### src/rtl/decoder_scan_ctrl.sv
// Channel scan sequencer driving decoder_3x8 select/enable.
// Walks the masked channels with a programmable dwell per channel.
module decoder_scan_ctrl #(
  parameter int DIV_W = 8
) (
  input  logic             clk,
  input  logic             rst,
  input  logic             start,
  input  logic             stop,
  input  logic [1:0]       mode,
  input  logic [7:0]       mask,
  input  logic [DIV_W-1:0] div,
  output logic [2:0]       s,
  output logic             enable,
  output logic             busy,
  output logic             sweep_done,
  output logic             wrap
);

  typedef enum logic {IDLE, SCAN} state_t;

  state_t           state;
  logic [1:0]       mode_r;
  logic [DIV_W-1:0] cnt;
  logic             dir_up;

  logic [3:0] up_c;
  logic [3:0] dn_c;
  logic [2:0] lo;
  logic [2:0] hi;

  // {found, index}: nearest set bit strictly above cur
  function automatic logic [3:0] find_up(
    input logic [7:0] m,
    input logic [2:0] cur
  );
    logic [3:0] r;
    r = '0;
    for (int i = 7; i >= 0; i--)
      if (m[i] && i > int'(cur)) r = {1'b1, 3'(i)};
    return r;
  endfunction

  function automatic logic [3:0] find_dn(
    input logic [7:0] m,
    input logic [2:0] cur
  );
    logic [3:0] r;
    r = '0;
    for (int i = 0; i < 8; i++)
      if (m[i] && i < int'(cur)) r = {1'b1, 3'(i)};
    return r;
  endfunction

  function automatic logic [2:0] lowest(input logic [7:0] m);
    logic [2:0] r;
    r = '0;
    for (int i = 7; i >= 0; i--)
      if (m[i]) r = 3'(i);
    return r;
  endfunction

  function automatic logic [2:0] highest(input logic [7:0] m);
    logic [2:0] r;
    r = '0;
    for (int i = 0; i < 8; i++)
      if (m[i]) r = 3'(i);
    return r;
  endfunction

  always_comb begin
    up_c = find_up(mask, s);
    dn_c = find_dn(mask, s);
    lo   = lowest(mask);
    hi   = highest(mask);
  end

  always_ff @(posedge clk or posedge rst) begin
    if (rst) begin
      state      <= IDLE;
      mode_r     <= 2'b00;
      cnt        <= '0;
      dir_up     <= 1'b1;
      s          <= 3'd0;
      enable     <= 1'b0;
      busy       <= 1'b0;
      sweep_done <= 1'b0;
      wrap       <= 1'b0;
    end else begin
      wrap       <= 1'b0;
      sweep_done <= 1'b0;
      unique case (state)
        IDLE: begin
          if (start && !stop && |mask) begin
            state  <= SCAN;
            mode_r <= mode;
            s      <= (mode == 2'b01) ? hi : lo;
            cnt    <= div;
            dir_up <= 1'b1;
            enable <= 1'b1;
            busy   <= 1'b1;
          end
        end
        SCAN: begin
          if (stop || (cnt == '0 && mask == '0)) begin
            state  <= IDLE;
            enable <= 1'b0;
            busy   <= 1'b0;
          end else if (cnt != '0) begin
            cnt <= cnt - DIV_W'(1);
          end else begin
            cnt <= div;
            unique case (mode_r)
              2'b00: begin
                if (up_c[3]) s <= up_c[2:0];
                else begin
                  s    <= lo;
                  wrap <= 1'b1;
                end
              end
              2'b01: begin
                if (dn_c[3]) s <= dn_c[2:0];
                else begin
                  s    <= hi;
                  wrap <= 1'b1;
                end
              end
              2'b10: begin
                if (up_c[3]) s <= up_c[2:0];
                else begin
                  state      <= IDLE;
                  enable     <= 1'b0;
                  busy       <= 1'b0;
                  sweep_done <= 1'b1;
                end
              end
              default: begin
                // reversal skips the end channel; lone bit just stays
                if (dir_up && up_c[3]) s <= up_c[2:0];
                else if (!dir_up && dn_c[3]) s <= dn_c[2:0];
                else begin
                  wrap   <= 1'b1;
                  dir_up <= ~dir_up;
                  if (dir_up && dn_c[3]) s <= dn_c[2:0];
                  else if (!dir_up && up_c[3]) s <= up_c[2:0];
                end
              end
            endcase
          end
        end
        default: state <= IDLE;
      endcase
    end
  end

endmodule
### config.mk
export PLATFORM = sky130hd
export DESIGN_NAME = decoder_scan_ctrl
export DESIGN_NICKNAME = d
export VERILOG_FILES = /design/src/rtl/decoder_scan_ctrl.sv
export SDC_FILE = /design/constraint.sdc
export NUM_CORES = 1
export LEC_CHECK = 0
export BUFFER_PORTS_ARGS = -buffer_cell sky130_fd_sc_hd__buf_2
export CORE_UTILIZATION = 42
export DETAILED_ROUTE_END_ITERATION = 12
export SYNTH_ARGS = -nofsm -noshare
export SYNTH_HDL_FRONTEND = slang
export SYNTH_SLANG_ARGS = --single-unit
### constraint.sdc
create_clock -name clk -period 3 [get_ports clk]
set_input_delay 0.3 -clock clk [delete_from_list [all_inputs] [get_ports clk]]
set_output_delay 0.3 -clock clk [all_outputs]
set_load 0.01 [all_outputs]
==> metrics.csv, run 1 <==
stage,metric,value,unit
status,outcome,"complete, no violations",
synthesis,"Avg Cell Area, Syn",7.95,um2
clock_tree,clock-pin transition on the worst setup and hold timing paths,0.07,ns
synthesis,Synth cell types,65,
timing,WHS,0.144,ns
power,total power,1.27,mW
floorplan,I/O Pins,29,
synthesis,"EDFF count, synth",0,
detailed_routing,final wirelength,4390,um
timing,TNS Setup,0,ns
floorplan,Initial Util,44.4,%
critical_path,critical path required time,3.18,ns
synthesis,Syn Std Cell Area,1810,um2
cells_and_area,layout cells sized above 1,22.1,%
clock_tree,Hold Buf Count CTS,0,
detailed_routing,# DRC,0,
worst_hold_path,worst hold path type,input port to asynchronous set/reset pin,
floorplan,Die Area,4580,um2
synthesis,top_reg_cell synth,dfrtp_1,
synthesis,ys async rst share,100,%
global_routing,first-pass GRT wire length,7170,um
cells_and_area,Layout Area Growth over Synthesis,9.52,%
synthesis,register area share after synthesis,24.9,%
floorplan,die height,67.7,um
synthesis,Syn Inst Count,228,
placement,PortBufs,28,
synthesis,Syn Nets,252,
critical_path,CP Launch Type,flop,
clock_tree,latest clock arrival within the worst-skew pair,0.26,ns
critical_path,CP arrival,2.52,ns
synthesis,dominant cell type by area after synthesis,dfrtp_1,
critical_path,Bufs and invs on worst path,0,
critical_path,stages on the worst setup path,7,
timing,Max Slew Vio Count,0,
clock_tree,CTS Buf Count,3,
clock_tree,htree depth,1,
detailed_routing,DR WL/cell,14.9,um
timing,Fmax,427,MHz
power,leakage,0.813,nW
global_routing,largest net degree at the start of global routing,22,
synthesis,Yosys top cell area share,23.5,%
cells_and_area,Nets,269,
critical_path,worst reg2reg path depth,7,
synthesis,#FFs+latches synth,18,
cells_and_area,n_diodes,0,
timing,post-layout minimum cycle time,2.34,ns
critical_path,CP Capture Type,flop,
floorplan,Die Wd,67.7,um
power,Peak VDD IR,0.000357,V
detailed_routing,number of vias after detailed routing,1704,
clock_tree,CTS Sinks,18,
detailed_routing,Via density,5.80,
timing,"Hold Violations, Final",0,
critical_path,Crit Path Class,flop to flop,
global_routing,gr usage total,20.6,%
critical_path,largest fanout on the critical path,18,
detailed_routing,post-route ant nets,0,
power,PwrDens,641,nW/um2
critical_path,CP peak stage delay,0.73,ns
floorplan,Rows,23,
timing,Slew HR,53.1,%
floorplan,core area,4090,um2
timing,worst slew pin tran,0.702,ns
synthesis,yosys synthesis warning count,0,
placement,dpl hpwl,3270,um
detailed_routing,Initial DRC Count,120,
critical_path,worst path cell trace,o2bb2ai_1 > nand4_4 > nor3_4 > o22a_4 > mux2i_1 > o2111ai_1 > a21oi_1,
clock_tree,CTS max path bufs,2,
synthesis,largest cells by area after synthesis,"dfrtp_1, a21oi_1, o21ai_0",
clock_tree,buffers inserted by post-CTS timing repair,0,
clock_tree,Root Buffer Master,clkbuf_8,
timing,RSZ-0062 raised after global routing,no,
timing,final setup violating endpoints,0,
run,MaxCap Viol Count,0,
global_routing,vias in the first global route,1478,
detailed_routing,Pre-Repair DR Iteration Count,4,
global_routing,"Remaining Overflow, GRT",0,
timing,crit share post-route,78.0,%
critical_path,family with the most delay on the worst path,compound AO/OA/AOI/OAI gates,
clock_tree,CTS tree,yes,
global_routing,initial antenna violation count,0,
critical_path,slowest CP cell,dfrtp_1,
clock_tree,Resize count post-CTS,0,
timing,clock skew,0.00734,ns
placement,GPL Wtd Cong,0.926,
## path summary, 6_finish.rpt
path	startpoint	endpoint	slack (ns)
max	s[2]	s[0]	0.66
min reg2reg	cnt[3]	cnt[3]	0.55
min in group clk	div[0]	cnt[0]	0.26
max in group asynchronous	rst	cnt[5]	2.41
max reg2reg	s[2]	s[0]	0.66
min	rst	cnt[4]	0.14
## sequential cells by signal, summed over array words and instances (netlist names)
register    cells
busy            1
cnt             8
dir_up          1
mode_r          2
s               3
state           1
sweep_done      1
wrap            1
## cell usage after synthesis (all sizes together) (2+ instances only)
| cell | number |
|---|---|
| a211oi | 3 |
| a21boi | 2 |
| a21oi | 22 |
| a221oi | 2 |
| a31oi | 6 |
| and2 | 2 |
| and3 | 2 |
| buf | 11 |
| clkbuf | 5 |
| dfrtp | 17 |
| ha | 2 |
| inv | 12 |
| mux2i | 6 |
| nand2 | 19 |
| nand2b | 9 |
| nand4 | 2 |
| nand4b | 2 |
| nor2 | 19 |
| nor2b | 3 |
| nor3 | 14 |
| nor3b | 4 |
| nor4 | 3 |
| o2111ai | 2 |
| o211ai | 4 |
| o21ai | 24 |
| o21bai | 2 |
| o22ai | 2 |
| o31a | 2 |
| o31ai | 4 |
## placed cells by master (no fill, tap or decap), types with 3 or more instances in the layout
cell type and count:
a211oi_1 3, o21ai_1 5, buf_2 28, nor2_1 19, nor2b_1 3, o21ai_0 19
nor3_1 11, nand2b_1 9, nor3b_1 4, mux2i_1 6, nand2_1 19, o31ai_1 3
clkbuf_8 4, inv_1 11, a21oi_1 21, o211ai_1 3, dfrtp_1 17, a31oi_1 6
## per-stage QoR
stage,instances,setup WS (ns),instance area (um2),utilization (%)
3_3_place_gp,290,0.700,1930,47.2
5_1_grt,294,0.515,1990,48.6
2_1_floorplan,228,1.13,1810,-
3_5_place_dp,290,0.719,1930,47.2
6_report,294,0.660,1990,48.6
4_1_cts,294,0.678,1990,48.6
## area by class of cell
cell class | instances | area (um2)
inverter | 12 | 45.0
multi-input combinational | 182 | 1230
timing repair buffer | 28 | 140
sequential | 18 | 452
clock buffer | 4 | 55.1
tap | 50 | 62.6
fill | 415 | 2100
## power breakdown
group          total [mW]  switching, mW  internal, mW
registers           0.448          0.141         0.306
logic               0.626          0.350         0.276
clock network       0.199         0.0824         0.117
## cell families after synthesis
kind of cell | count (synthesis) | synth area share [%]
simple gates | 85 | 28.8
fa+ha+maj | 2 | 1.38
flops | 18 | 24.9
buf+inv | 28 | 7.18
mux | 7 | 3.93
compound gates | 88 | 33.8
## routing by layer
layer  up-vias  global-route usage (%)  wire, um
met4         0                    2.39        15
met5         -                       0         0
met3         4                    4.39       187
met1       777                    29.9      2290
met2        41                    31.8      1900
li1        882                       -         -
No activity file was read; power rests on OpenSTA's default activity.
==> run 2, diff against run 1 <==
clock period = 2.1 ns   (was 3 ns; I/O delays follow)
==> metrics.csv, run 2 (synthesized netlist as in run 1, its figures left out) <==
stage,metric,value,unit,change
detailed_routing,final wirelength,4570,um,+4.2%
cells_and_area,register area,455,um2,+0.83%
status,outcome,"complete, no violations",,
detailed_routing,Initial DRC Count,204,,+70%
global_routing,"Remaining Overflow, GRT",0,,unchanged
cells_and_area,Largest regs,"cnt (8), s (3), mode_r (2)",,
timing,"Hold Violations, Final",0,,unchanged
placement,dpl hpwl,3530,um,+8.1%
detailed_routing,DR WL/cell,14.7,um,-1.5%
timing,TNS Setup,0,ns,unchanged
timing,RSZ-0062 raised after global routing,no,,
clock_tree,clock-pin transition on the worst setup and hold timing paths,0.07,ns,about the same
power,PwrDens,899,nW/um2,+40%
timing,WHS,0.0574,ns,-0.0863 ns
placement,PortBufs,28,,unchanged
global_routing,gr usage total,22.0,%,+1.4 points
critical_path,CP Launch Type,flop,,
cells_and_area,fillers,409,,-1.4%
detailed_routing,Pre-Repair DR Iteration Count,4,,unchanged
global_routing,first-pass GRT wire length,7600,um,+6.1%
clock_tree,CTS Buf Count,3,,unchanged
clock_tree,buffers inserted by post-CTS timing repair,0,,unchanged
cells_and_area,Nets,286,,+6.3%
detailed_routing,number of vias after detailed routing,1849,,+8.5%
floorplan,Rows,23,,unchanged
timing,Fmax,507,MHz,+19%
detailed_routing,# DRC,0,,unchanged
cells_and_area,most frequent cells in the layout,"buf_2, a21oi_1, nor2_1, nand2_1, o21ai_0",,
global_routing,initial antenna violation count,0,,unchanged
power,Peak VDD IR,0.000476,V,+33%
clock_tree,CTS max path bufs,2,,unchanged
cells_and_area,multi-input logic area,1230,um2,unchanged
clock_tree,CTS tree,yes,,
global_routing,vias in the first global route,1610,,+8.9%
cells_and_area,"commonest non-fill, non-tap cell in the layout",buf_2,,
floorplan,I/O Pins,29,,unchanged
floorplan,die height,67.7,um,unchanged
timing,final setup violating endpoints,0,,unchanged
clock_tree,latest clock arrival within the worst-skew pair,0.25,ns,about the same
critical_path,Crit Path Class,flop to flop,,
cells_and_area,max reg flops,8,,unchanged
clock_tree,CTS Sinks,18,,unchanged
cells_and_area,n_diodes,0,,unchanged
detailed_routing,Via density,5.95,,+2.6%
power,leakage,0.887,nW,+9.1%
floorplan,Initial Util,44.4,%,unchanged
global_routing,largest net degree at the start of global routing,22,,unchanged
floorplan,core area,4090,um2,unchanged
worst_hold_path,worst hold path type,input port to asynchronous set/reset pin,,
detailed_routing,post-route ant nets,0,,unchanged
placement,GPL Wtd Cong,0.929,,+0.38%
cells_and_area,Layout Area Growth over Synthesis,16.2,%,
cells_and_area,Reg with most FFs,cnt,,
critical_path,critical path required time,2.23,ns,-0.95 ns
timing,crit share post-route,93.9,%,+16 points
timing,Slew HR,53.0,%,-0.11 points
cells_and_area,layout cells sized above 1,28.0,%,+5.8 points
timing,post-layout minimum cycle time,1.97,ns,-0.367 ns
floorplan,Die Area,4580,um2,unchanged
critical_path,CP Capture Type,flop,,
timing,clock skew,0.00292,ns,-0.00443 ns
timing,Max Slew Vio Count,0,,unchanged
clock_tree,htree depth,1,,unchanged
critical_path,largest fanout on the critical path,13,,-5
clock_tree,Root Buffer Master,clkbuf_8,,
timing,worst slew pin tran,0.704,ns,+0.00163 ns
floorplan,Die Wd,67.7,um,unchanged
run,MaxCap Viol Count,0,,unchanged
critical_path,CP arrival,2.10,ns,-0.42 ns
[run 2: where the power goes]
group	switching [mW]	internal [mW]
Combinational	0.559	0.481
Sequential	0.160	0.444
Clock	0.116	0.135
Total	0.834	1.06
[run 2: cell type report]
cell class / count / share of cell area [%]
Multi-Input combinational cell: 182 / 58.4
Sequential cell: 18 / 21.6
Inverter: 12 / 2.14
Tap cell: 50 / 2.97
Timing Repair Buffer: 45 / 12.7
Clock buffer: 4 / 2.14
[run 2: final timing paths]
path                               from   endpoint  slack, ns  cells after the start
max in group asynchronous           rst       s[0]       1.55                      2
worst max-delay path               s[1]       s[1]       0.13                      7
worst min register to register     busy       busy       0.53                      2
worst max register to register     s[1]       s[1]       0.13                      7
worst min-delay path                rst       busy       0.06                      2
min in group clk                mode[0]  mode_r[0]       0.17                      3
[run 2: timing repair]
| item | in CTS | in global routing |
|---|---|---|
| endpoints found under the setup margin | 0 | 3 |
| resized for setup | 0 | 3 |
| hold buffers | 0 | 0 |
[run 2: worst max-delay path, cell delays in order (launching register included)]
cell	delay (ns)
dfrtp_2	0.49
buf_4	0.18
and3_1	0.17
o31ai_1	0.30
nor2b_1	0.18
a221oi_1	0.08
o32ai_1	0.33
mux2i_1	0.12
[run 2: per-layer routing]
layer / vias to the layer above / global-route usage, % / part of all wire (%)
met5: - / 0 / 0
met4: 0 / 4.79 / 0.92
met3: 8 / 4.56 / 4.6
met2: 56 / 33.9 / 44
met1: 871 / 31.2 / 50
li1: 914 / - / -
[run 2: metrics by stage]
step | std cells | power [mW] | setup slack (ns) | area (um2) | utilization (%)
global placement | 307 | 1.64 | 0.0850 | 2060 | 50.4
detailed placement | 307 | 1.63 | 0.0654 | 2060 | 50.4
CTS | 311 | 1.89 | 0.0596 | 2100 | 51.5
finish | 311 | 1.89 | 0.128 | 2110 | 51.6
global route | 311 | 2.05 | 0.00518 | 2110 | 51.6
floorplan | 228 | 1.35 | 0.235 | 1810 | -
==> run 3, diff against run 2 <==
REMOVE_ABC_BUFFERS = 1   (was not set)
==> metrics.csv, run 3 (synthesized netlist as in run 1, its figures left out) <==
stage,metric,value,unit,change
clock_tree,CTS Sinks,18,,unchanged
clock_tree,CTS max path bufs,2,,unchanged
cells_and_area,Reg with most FFs,cnt,,
status,outcome,"complete, no violations",,
critical_path,Crit Path Class,flop to flop,,
cells_and_area,Layout Area Growth over Synthesis,17.0,%,
critical_path,CP Launch Type,flop,,
global_routing,initial antenna violation count,0,,unchanged
critical_path,CP Capture Type,flop,,
cells_and_area,Finished Layout Cells,312,,+0.32%
detailed_routing,# DRC,0,,unchanged
timing,worst slew pin tran,0.711,ns,+0.00724 ns
cells_and_area,layout cells sized above 1,28.2,%,+0.27 points
critical_path,CP peak stage delay,0.49,ns,about the same
timing,TNS Setup,0,ns,unchanged
critical_path,critical path required time,2.29,ns,+0.06 ns
placement,placed cells,305,,-0.65%
cells_and_area,"commonest non-fill, non-tap cell in the layout",buf_2,,
placement,GPL Wtd Cong,0.886,,-4.6%
floorplan,Initial Util,44.4,%,unchanged
run,MaxCap Viol Count,0,,unchanged
global_routing,"Remaining Overflow, GRT",0,,unchanged
clock_tree,clock-pin transition on the worst setup and hold timing paths,0.08,ns,about the same
critical_path,largest fanout on the critical path,12,,-1
clock_tree,latest clock arrival within the worst-skew pair,0.26,ns,about the same
timing,Max Slew Vio Count,0,,unchanged
global_routing,vias in the first global route,1561,,-3.0%
timing,RSZ-0062 raised after global routing,no,,
power,leakage,0.896,nW,+1.0%
clock_tree,CTS Buf Count,3,,unchanged
timing,crit share post-route,96.6,%,+2.6 points
global_routing,first-pass GRT wire length,7620,um,+0.28%
cells_and_area,Nets,287,,+0.35%
power,PwrDens,903,nW/um2,+0.43%
timing,post-layout minimum cycle time,2.03,ns,+0.0552 ns
floorplan,I/O Pins,29,,unchanged
floorplan,die height,67.7,um,unchanged
timing,"Hold Violations, Final",0,,unchanged
cells_and_area,Largest regs,"cnt (8), s (3), mode_r (2)",,
detailed_routing,Pre-Repair DR Iteration Count,4,,unchanged
clock_tree,Hold Buf Count CTS,0,,unchanged
cells_and_area,final cell area excluding filler cells,2120,um2,+0.65%
global_routing,largest net degree at the start of global routing,22,,unchanged
detailed_routing,Initial DRC Count,131,,-36%
critical_path,CP arrival,2.21,ns,+0.11 ns
critical_path,R2R setup slack,0.07,ns,-0.06 ns
critical_path,worst path cell trace,or3b_4 > nand4_4 > nor3_4 > buf_4 > a31oi_1 > nor2_1 > or3_4 > a21oi_2,,
detailed_routing,number of vias after detailed routing,1813,,-1.9%
detailed_routing,DR WL/cell,14.9,um,+1.3%
detailed_routing,final wirelength,4650,um,+1.6%
floorplan,core area,4090,um2,unchanged
timing,final setup violating endpoints,0,,unchanged
critical_path,slowest CP cell,dfrtp_2,,
placement,dpl hpwl,3530,um,about the same
floorplan,Die Area,4580,um2,unchanged
detailed_routing,post-route ant nets,0,,unchanged
worst_hold_path,worst hold path type,input port to asynchronous set/reset pin,,
clock_tree,Root Buffer Master,clkbuf_8,,
cells_and_area,most frequent cells in the layout,"buf_2, a21oi_1, nor2_1, nand2_1, o21ai_0",,
cells_and_area,Layout Utilization,51.9,%,+0.34 points
clock_tree,CTS tree,yes,,
timing,Slew HR,52.6,%,-0.48 points
floorplan,Rows,23,,unchanged
timing,Fmax,493,MHz,-2.7%
cells_and_area,max reg flops,8,,unchanged
timing,clock skew,0.0100,ns,+0.00711 ns
clock_tree,htree depth,1,,unchanged
power,Peak VDD IR,0.000403,V,-15%
cells_and_area,fillers,403,,-1.5%
placement,placed cell area,2040,um2,-0.73%
floorplan,Die Wd,67.7,um,unchanged
global_routing,gr usage total,21.9,%,-0.13 points
detailed_routing,Via density,5.81,,-2.3%
cells_and_area,n_diodes,0,,unchanged
placement,PortBufs,28,,unchanged
==> run 3: cell types whose count changed in the layout (fill, tap and decap cells not counted), sizes merged <==
cell and change:
buf +1
==> run 3: critical path: cells and delay by family, from the launching register on <==
kind            cells  cell delay, ns
simple gates        5            1.02
flops               1            0.49
compound gates      2            0.29
buf+inv             1            0.15
==> run 3: worst paths after layout <==
kind,startpoint,to,cells after the start
min in group clk,div[0],cnt[0],3
max in group asynchronous,rst,s[0],2
min reg2reg,busy,busy,2
max reg2reg,s[1],busy,8
max,s[1],busy,8
min,rst,cnt[1],2
==> run 3: per-layer routing <==
layer | GRT usage, % | vias up | share of wire (%)
met5 | 0 | - | 0
met4 | 6.38 | 0 | 1.7
met3 | 3.55 | 8 | 5.5
met2 | 30.9 | 59 | 44
met1 | 33.2 | 830 | 49
li1 | - | 916 | -
==> run 3: stage by stage <==
| stage | hold slack, ns | power, mW | setup WS [ns] |
|---|---|---|---|
| after floorplan | 0.148 | 1.29 | 0.132 |
| after global placement | 0.362 | 1.61 | 0.0180 |
| after detailed placement | 0.371 | 1.61 | 0.0357 |
| after CTS | 0.0854 | 1.88 | 0.00426 |
| after global routing | 0.125 | 2.07 | 0.0138 |
| final | 0.0549 | 1.91 | 0.0724 |
==> run 3: power breakdown <==
| group | leakage (nW) | total, mW | switching (mW) | internal, mW |
|---|---|---|---|---|
| Sequential | 0.217 | 0.612 | 0.168 | 0.444 |
| Combinational | 0.657 | 1.05 | 0.559 | 0.488 |
| Clock | 0.0228 | 0.255 | 0.120 | 0.135 |
| Total | 0.896 | 1.91 | 0.847 | 1.07 |
==> run 3: area by class of cell <==
class | count | area (um2) | share of cell area [%]
multi-input combinational | 182 | 1240 | 58.3
inverter | 12 | 45.0 | 2.12
timing repair buffer | 46 | 275 | 13.0
clock buffer | 4 | 45.0 | 2.12
sequential | 18 | 455 | 21.5
tap | 50 | 62.6 | 2.95
==> run 3: repair_timing <==
action	4_1_cts	5_1_grt
endpoints found under the hold margin	0	0
gates resized for setup	0	4
setup endpoints to repair	0	2
setup buffers	0	3
